File: config.mk
export PLATFORM = sky130hd
export DESIGN_NAME = pmem_scheduler_flat
export DESIGN_NICKNAME = d
export VERILOG_FILES = /design/src/rtl/pmem_scheduler_if.sv /design/src/rtl/pmem_scheduler.sv /design/src/flat_wrapper.sv
export SDC_FILE = /design/constraint.sdc
export NUM_CORES = 2
export LEC_CHECK = 0
export ABC_AREA = 0
export BUFFER_PORTS_ARGS = -buffer_cell sky130_fd_sc_hd__buf_2
export CORE_AREA = 2 2 533 535
export CTS_CLUSTER_SIZE = 24
export DETAILED_ROUTE_END_ITERATION = 12
export DIE_AREA = 0 0 535 537
export SLEW_MARGIN = 0
export SYNTH_ARGS = -nofsm -noshare
export SYNTH_HDL_FRONTEND = slang
export SYNTH_SLANG_ARGS = --single-unit
File: constraint.sdc
create_clock -name clk -period 1.9 [get_ports clk]
set_clock_uncertainty 0.2 [all_clocks]
set_input_delay 0.19 -clock clk [delete_from_list [all_inputs] [get_ports clk]]
set_output_delay 0.19 -clock clk [all_outputs]
set_load 0.005 [all_outputs]
File: src/rtl/pmem_scheduler_if.sv
// ============================================================================
//  Module      : pmem_scheduler_if
//  Description : Bundle of the I-cache, D-cache and cacheline-adapter line
//                ports that meet at pmem_scheduler.
//                slave  - scheduler view (requests/adapter data in,
//                         responses/adapter request out)
//                master - environment view (caches + adapter)
//  Revision    : 1.0 - initial release
// ============================================================================
`default_nettype none

interface pmem_scheduler_if;
  // Instruction cache side
  logic         instr_read;
  logic [31:0]  instr_addr;
  logic         instr_resp;
  logic [255:0] instr_rdata;
  // Data cache side
  logic         data_read;
  logic         data_write;
  logic [31:0]  data_addr;
  logic [255:0] data_wdata;
  logic         data_resp;
  logic [255:0] data_rdata;
  // Cacheline adapter side
  logic [255:0] pmem_rdata;
  logic         pmem_resp;
  logic         pmem_read;
  logic         pmem_write;
  logic [31:0]  pmem_address;
  logic [255:0] pmem_wdata;

  modport slave (
    input  instr_read, instr_addr,
    input  data_read, data_write, data_addr, data_wdata,
    input  pmem_rdata, pmem_resp,
    output instr_resp, instr_rdata,
    output data_resp, data_rdata,
    output pmem_read, pmem_write, pmem_address, pmem_wdata
  );

  modport master (
    output instr_read, instr_addr,
    output data_read, data_write, data_addr, data_wdata,
    output pmem_rdata, pmem_resp,
    input  instr_resp, instr_rdata,
    input  data_resp, data_rdata,
    input  pmem_read, pmem_write, pmem_address, pmem_wdata
  );
endinterface

`default_nettype wire

File: src/rtl/pmem_scheduler.sv
// ============================================================================
//  Module      : pmem_scheduler
//  Description : Shares the 256-bit cacheline-adapter port between the
//                I-cache and the D-cache. Arbitrates in IDLE (data wins by
//                default), latches the winner's line-aligned address, op and
//                write line, holds the adapter request until pmem_resp, then
//                pulses the winner's response for one cycle.
//  Ports       : clk  - system clock, rising edge
//                rst  - synchronous active-high reset
//                bus  - pmem_scheduler_if.slave (cache and adapter ports)
//  Parameters  : STARVE_LIMIT - instruction-loss cycles before instruction is
//                forced to win (aging build only)
//  Options     : PMEM_SCHED_AGING_EN - when defined, a starvation counter lets
//                a long-waiting instruction request beat data.
//  Revision    : 1.0 - initial release
// ============================================================================
`default_nettype none

module pmem_scheduler #(
  parameter int unsigned STARVE_LIMIT = 8
) (
  input  logic              clk,
  input  logic              rst,
  pmem_scheduler_if.slave   bus
);

  typedef enum logic [1:0] {
    ST_IDLE    = 2'd0,
    ST_SERVE_I = 2'd1,
    ST_SERVE_D = 2'd2,
    ST_RESP    = 2'd3
  } state_t;

  state_t       r_state,        w_state_nxt;
  logic         r_pmem_read,    w_pmem_read_nxt;
  logic         r_pmem_write,   w_pmem_write_nxt;
  logic [31:0]  r_pmem_address, w_pmem_address_nxt;
  logic [255:0] r_pmem_wdata,   w_pmem_wdata_nxt;
  logic         r_instr_resp,   w_instr_resp_nxt;
  logic         r_data_resp,    w_data_resp_nxt;
  logic [255:0] r_instr_rdata,  w_instr_rdata_nxt;
  logic [255:0] r_data_rdata,   w_data_rdata_nxt;

  logic w_data_req;
  logic w_instr_pri;   // instruction beats data this IDLE cycle
  logic w_data_win;

  assign w_data_req = bus.data_read | bus.data_write;
  assign w_data_win = w_data_req & ~(bus.instr_read & w_instr_pri);

`ifdef PMEM_SCHED_AGING_EN
  localparam int unsigned          c_cnt_w = $clog2(STARVE_LIMIT + 1);
  localparam logic [c_cnt_w-1:0]   c_limit = c_cnt_w'(STARVE_LIMIT);
  localparam logic [c_cnt_w-1:0]   c_sat   = {c_cnt_w{1'b1}};

  logic [c_cnt_w-1:0] r_starve_cnt;
  logic               w_instr_grant;

  assign w_instr_grant = (r_state == ST_IDLE) & bus.instr_read & ~w_data_win;
  assign w_instr_pri   = (r_starve_cnt >= c_limit);

  // Counts every cycle the instruction side is waiting, including while a
  // data transaction is in flight; a grant to instruction wins over counting.
  always_ff @(posedge clk) begin
    if (rst) begin
      r_starve_cnt <= '0;
    end else if (w_instr_grant) begin
      r_starve_cnt <= '0;
    end else if (bus.instr_read && (r_state != ST_SERVE_I) && (r_starve_cnt != c_sat)) begin
      r_starve_cnt <= r_starve_cnt + 1'b1;
    end
  end
`else
  // Strict data-over-instruction priority; the limit folds away.
  assign w_instr_pri = 1'b0 && (STARVE_LIMIT != 0);
`endif

  // State and output registers
  always_ff @(posedge clk) begin
    if (rst) begin
      r_state        <= ST_IDLE;
      r_pmem_read    <= 1'b0;
      r_pmem_write   <= 1'b0;
      r_pmem_address <= '0;
      r_pmem_wdata   <= '0;
      r_instr_resp   <= 1'b0;
      r_data_resp    <= 1'b0;
      r_instr_rdata  <= '0;
      r_data_rdata   <= '0;
    end else begin
      r_state        <= w_state_nxt;
      r_pmem_read    <= w_pmem_read_nxt;
      r_pmem_write   <= w_pmem_write_nxt;
      r_pmem_address <= w_pmem_address_nxt;
      r_pmem_wdata   <= w_pmem_wdata_nxt;
      r_instr_resp   <= w_instr_resp_nxt;
      r_data_resp    <= w_data_resp_nxt;
      r_instr_rdata  <= w_instr_rdata_nxt;
      r_data_rdata   <= w_data_rdata_nxt;
    end
  end

  // Next-state and next-output logic
  always_comb begin
    w_state_nxt        = r_state;
    w_pmem_read_nxt    = r_pmem_read;
    w_pmem_write_nxt   = r_pmem_write;
    w_pmem_address_nxt = r_pmem_address;
    w_pmem_wdata_nxt   = r_pmem_wdata;
    w_instr_resp_nxt   = 1'b0;
    w_data_resp_nxt    = 1'b0;
    w_instr_rdata_nxt  = r_instr_rdata;
    w_data_rdata_nxt   = r_data_rdata;

    case (r_state)
      ST_IDLE: begin
        w_pmem_read_nxt  = 1'b0;
        w_pmem_write_nxt = 1'b0;
        if (w_data_win) begin
          w_pmem_address_nxt = {bus.data_addr[31:5], 5'b0};
          // Read and write together is treated as a write-back.
          if (bus.data_write) begin
            w_pmem_write_nxt = 1'b1;
            w_pmem_wdata_nxt = bus.data_wdata;
          end else begin
            w_pmem_read_nxt  = 1'b1;
          end
          w_state_nxt = ST_SERVE_D;
        end else if (bus.instr_read) begin
          w_pmem_address_nxt = {bus.instr_addr[31:5], 5'b0};
          w_pmem_read_nxt    = 1'b1;
          w_state_nxt        = ST_SERVE_I;
        end
      end

      ST_SERVE_I: begin
        if (bus.pmem_resp) begin
          w_instr_rdata_nxt = bus.pmem_rdata;
          w_pmem_read_nxt   = 1'b0;
          w_instr_resp_nxt  = 1'b1;
          w_state_nxt       = ST_RESP;
        end
      end

      ST_SERVE_D: begin
        if (bus.pmem_resp) begin
          if (r_pmem_read) begin
            w_data_rdata_nxt = bus.pmem_rdata;
          end
          w_pmem_read_nxt  = 1'b0;
          w_pmem_write_nxt = 1'b0;
          w_data_resp_nxt  = 1'b1;
          w_state_nxt      = ST_RESP;
        end
      end

      // Response pulse is already registered; the following IDLE cycle lets
      // the cache drop its request before arbitration runs again.
      ST_RESP: begin
        w_state_nxt = ST_IDLE;
      end

      default: begin
        w_pmem_read_nxt  = 1'b0;
        w_pmem_write_nxt = 1'b0;
        w_state_nxt      = ST_IDLE;
      end
    endcase
  end

  assign bus.pmem_read    = r_pmem_read;
  assign bus.pmem_write   = r_pmem_write;
  assign bus.pmem_address = r_pmem_address;
  assign bus.pmem_wdata   = r_pmem_wdata;
  assign bus.instr_resp   = r_instr_resp;
  assign bus.instr_rdata  = r_instr_rdata;
  assign bus.data_resp    = r_data_resp;
  assign bus.data_rdata   = r_data_rdata;

endmodule

`default_nettype wire

File: src/flat_wrapper.sv
// flat-port wrapper written by rule: the top's interface ports become plain ports
module pmem_scheduler_flat 
#(
  parameter int unsigned STARVE_LIMIT = 8
)
  (clk, rst, bus_instr_read, bus_instr_addr, bus_data_read, bus_data_write, bus_data_addr, bus_data_wdata, bus_pmem_rdata, bus_pmem_resp, bus_instr_resp, bus_instr_rdata, bus_data_resp, bus_data_rdata, bus_pmem_read, bus_pmem_write, bus_pmem_address, bus_pmem_wdata);
  pmem_scheduler_if bus_i ();
  input  logic clk;
  input  logic rst;
  input wire logic [$bits(bus_i.instr_read)-1:0] bus_instr_read;
  input wire logic [$bits(bus_i.instr_addr)-1:0] bus_instr_addr;
  input wire logic [$bits(bus_i.data_read)-1:0] bus_data_read;
  input wire logic [$bits(bus_i.data_write)-1:0] bus_data_write;
  input wire logic [$bits(bus_i.data_addr)-1:0] bus_data_addr;
  input wire logic [$bits(bus_i.data_wdata)-1:0] bus_data_wdata;
  input wire logic [$bits(bus_i.pmem_rdata)-1:0] bus_pmem_rdata;
  input wire logic [$bits(bus_i.pmem_resp)-1:0] bus_pmem_resp;
  output wire logic [$bits(bus_i.instr_resp)-1:0] bus_instr_resp;
  output wire logic [$bits(bus_i.instr_rdata)-1:0] bus_instr_rdata;
  output wire logic [$bits(bus_i.data_resp)-1:0] bus_data_resp;
  output wire logic [$bits(bus_i.data_rdata)-1:0] bus_data_rdata;
  output wire logic [$bits(bus_i.pmem_read)-1:0] bus_pmem_read;
  output wire logic [$bits(bus_i.pmem_write)-1:0] bus_pmem_write;
  output wire logic [$bits(bus_i.pmem_address)-1:0] bus_pmem_address;
  output wire logic [$bits(bus_i.pmem_wdata)-1:0] bus_pmem_wdata;
  assign bus_i.instr_read = bus_instr_read;
  assign bus_i.instr_addr = bus_instr_addr;
  assign bus_i.data_read = bus_data_read;
  assign bus_i.data_write = bus_data_write;
  assign bus_i.data_addr = bus_data_addr;
  assign bus_i.data_wdata = bus_data_wdata;
  assign bus_i.pmem_rdata = bus_pmem_rdata;
  assign bus_i.pmem_resp = bus_pmem_resp;
  assign bus_instr_resp = bus_i.instr_resp;
  assign bus_instr_rdata = bus_i.instr_rdata;
  assign bus_data_resp = bus_i.data_resp;
  assign bus_data_rdata = bus_i.data_rdata;
  assign bus_pmem_read = bus_i.pmem_read;
  assign bus_pmem_write = bus_i.pmem_write;
  assign bus_pmem_address = bus_i.pmem_address;
  assign bus_pmem_wdata = bus_i.pmem_wdata;
  pmem_scheduler #(.STARVE_LIMIT(STARVE_LIMIT)) u_core (.clk(clk), .rst(rst), .bus(bus_i));
endmodule
==> summary.txt <==
Outcome
  – Status: finished with violations
  – Failing checks: setup timing

Synth
  – Simple-gate share of the synthesized area: 21.9%
  – Cell with the most instances after synthesis: nand2_1
  – EDFF count, synth: 0
  – Most instantiated cells after synthesis: nand2_1 (1,567), dfxtp_1 (801), a21oi_1 (770), clkbuf_1 (139), buf_2 (120)
  – Synth top area share: 57.9%
  – Mux contribution to synthesized area: 0.108%
  – Yosys synthesis warning count: 0
  – Post-Syn Area: 27,700 sq um
  – Compound-gate portion of the synthesized area: 15.4%
  – Ys async rst share: 0%
  – Post-Synth XOR/XNOR Area: 0%
  – Netlist cell types: 28
  – Cell count after synthesis: 3,532
  – FF+latch count, synth: 801
  – Largest family of logic cells by synthesized area: simple AND/OR/NAND/NOR gates
  – Synth top area cells: dfxtp_1 (58%), nand2_1 (21%), a21oi_1 (14%), buf_2 (2.2%), clkbuf_1 (1.9%)
  – Primary FF master, synth: dfxtp_1
  – Post-Synth Adder-Cell Area: 0.226%
  – Mean Syn Cell Area: 7.85 sq um
  – Area leader, netlist: dfxtp_1
  – Sequential share of the synthesized area: 57.9%

CTS
  – CTS tree: done
  – Clock slew at reported path FFs: 0.06 ns
  – Clk_lat worst skew: 0.82 ns
  – Clk sinks: 801
  – Cts bufs inserted: 97
  – Root Driver: clkbuf_16
  – CTS Buffer Depth: 4
  – Htree depth: 3

Timing
  – Final min period: 1.95 ns
  – Final Cycle Share: 103%
  – Least-Margin Pin Slew: 0.552 ns
  – Rel. slew slack: 63.2%
  – Max Slew Vio Count: 0
  – Final worst setup slack: -0.0523 ns
  – RSZ-0062 raised after global routing: yes
  – Fmax: 0.512 GHz
  – Fin. Hold Viols: 0
  – Hold WS: 0.0485 ns
  – Endpoints failing setup: 5

Global routing
  – First-pass GRT wire length: 286 mm
  – Met2 global-route usage: 22.9%
  – Final global-route overflow total: 0
  – Initial antenna violation count: 200
  – Vias in the first global route: 33,035
  – GRT met3 Usage: 6.53%
  – Total global-route track usage: 14.5%
  – M1 GR Usage: 16.1%
  – Largest net degree at the start of global routing: 101
  – Gr busiest metal: met2

Route
  – Final WL: 228 mm
  – Vias post-DR: 35,718
  – DR DRC count: 0
  – DR WL/cell: 23.4 um
  – Vias per inst: 3.66
  – Antenna viol nets, final: 0
  – Iter 0 DRT Violations: 2,452
  – Drt first pass iters: 8

Place
  – Final HPWL DP: 177 mm
  – PortBufs: 1,370
  – Placed insts: 8,543
  – RePlAce Congestion: 0.919
  – DP Worst Slack: -0.0419 ns

Pwr
  – Total power: 0.0561 W
  – Sw Ratio: 33.7%
  – Worst vdd ir: 0.669 mV
  – Power share of the sequential group: 35.7%
  – Cell area power density: 1030 nW/um^2
  – Power Internal: 0.0372 W
  – Switch Pwr: 0.0189 W
  – Pleak: 22.5 nW
  – Clock share of power: 34.3%
  – Combinational fraction of design power: 29.9%

Die
  – Initial core utilization: 9.85%
  – Die W: 535 um
  – Row cnt: 195
  – Die area: 287,000 sq um
  – Die Ht: 537 um
  – Core area: 281,000 sq um
  – Top Ports: 1,386

Worst setup path
  – Critical Path RT: 2.41 ns
  – CP endpoint kind: flip-flop
  – CP Launch Type: input port
  – R2r setup slk: -0.02 ns
  – Data arrival, critical path: 2.46 ns
  – Maximum fanout along the worst path: 1
  – Worst Setup Path Type: in2reg

Hold path
  – HP Class: in2reg

Layout
  – Share of post-route cells with drive strength above 1: 30.4%
  – Final #Nets: 6,475
  – Fin cells: 9,770
  – Syn-to-layout area delta: 96.0%
  – Fillcell total: 30,980
  – Fin util: 19.3%

Job
  – Max-cap violations: 0
-- state kept, by name, indices dropped and copies added, names as in the netlist --
signal / cells
u_core.bus.pmem_wdata: 256
u_core.r_state: 2
u_core.bus.pmem_address: 27
u_core.bus.instr_rdata: 256
u_core.bus.pmem_read: 1
u_core.bus.instr_resp: 1
u_core.bus.data_resp: 1
u_core.bus.pmem_write: 1
u_core.bus.data_rdata: 256
-- worst paths after layout --
kind / depth (start not counted) / from / end
min: 5 / bus_data_write / u_core.bus.pmem_wdata[15]
min reg2reg: 2 / u_core.bus.pmem_wdata[141] / u_core.bus.pmem_wdata[141]
max: 6 / bus_data_addr[19] / u_core.bus.pmem_address[19]
max reg2reg: 8 / u_core.r_state[1] / u_core.bus.instr_rdata[141]
-- final cells by class --
cell class                 count  area (sq um)  share of cell area, %
antenna                       70           175                  0.323
clock buffer                 128          2740                   5.04
clock inverter                40           462                  0.850
inverter                       3          13.8                 0.0253
multi-input combinational   2451         10700                   19.8
sequential                   801         16000                   29.6
tap                         3743          4680                   8.62
timing repair buffer        2534         19500                   35.8
-- critical path: stages --
cell and delay, ns:
dlygate4sd3_1 0.55, buf_2 0.13, dlygate4sd3_1 0.59, o21ai_0 0.09
dlygate4sd3_1 0.58, a311oi_1 0.34
-- logic make-up (layout without fill, tap and decap cells) --
| group | after synthesis | after routing |
|---|---|---|
| AOI/OAI and AO/OA | 829 | 829 |
| DFF | 801 | 801 |
| buffers and inverters | 284 | 2705 |
| and+or+nand+nor | 1609 | 1609 |
| adders and majority gates | 5 | 5 |
| muxes | 3 | 3 |
| other | 1 | 75 |
-- cells in the final DEF, fill, tap and decap left out, types with 2 or more instances in the layout --
| cell type | n |
|---|---|
| bufinv_16 | 8 |
| buf_6 | 46 |
| clkinv_4 | 3 |
| nand2_2 | 13 |
| and2_4 | 2 |
| buf_4 | 112 |
| clkbuf_16 | 112 |
| a21oi_2 | 40 |
| ha_4 | 3 |
| clkinv_8 | 2 |
| buf_12 | 41 |
| diode_2 | 70 |
| buf_16 | 18 |
| conb_1 | 5 |
| ha_1 | 2 |
| buf_8 | 13 |
| nand2_1 | 1551 |
| nor2_1 | 33 |
| clkbuf_8 | 17 |
| clkinvlp_4 | 2 |
| buf_2 | 1336 |
| nand2_4 | 2 |
| inv_6 | 6 |
| mux2i_1 | 3 |
| a21oi_1 | 730 |
| dfxtp_1 | 792 |
| dlygate4sd3_1 | 954 |
| dfxtp_2 | 8 |
| clkinv_2 | 19 |
| clkbuf_1 | 13 |
| o21ai_1 | 2 |
| a311oi_1 | 27 |
| o21ai_0 | 25 |
-- routing by layer --
metal | up-vias | part of all wire, %
met4 | 164 | 6.8
met3 | 751 | 12
met5 | - | 0.62
met1 | 16491 | 37
li1 | 16211 | -
met2 | 2101 | 44
-- repair_timing --
item,in CTS,in global routing
resized for setup,100,101
buffers inserted,5,12
hold buffers,952,3
gates cloned,5,15
pin swaps,1,10
endpoints found under the setup margin,299,423
hold endpoints to repair,801,5
-- power groups by stage --
stage          combinational (W)  sequential (W)  clock [W]
6_report                  0.0168          0.0201     0.0192
5_1_grt                   0.0179          0.0202     0.0202
4_1_cts                   0.0153          0.0200     0.0197
3_5_place_dp              0.0129          0.0203          0
3_3_place_gp              0.0129          0.0202          0
2_1_floorplan            0.00509          0.0204          0
-- through the flow --
stage	cell area [sq um]	TNS (ns)
floorplan	27700	0
global placement	39900	-0.176
detailed placement	39900	-0.484
CTS	53200	-1.47
global route	54200	-3.58
finish	54300	-0.0956
Power figures use the tool's default switching activity.
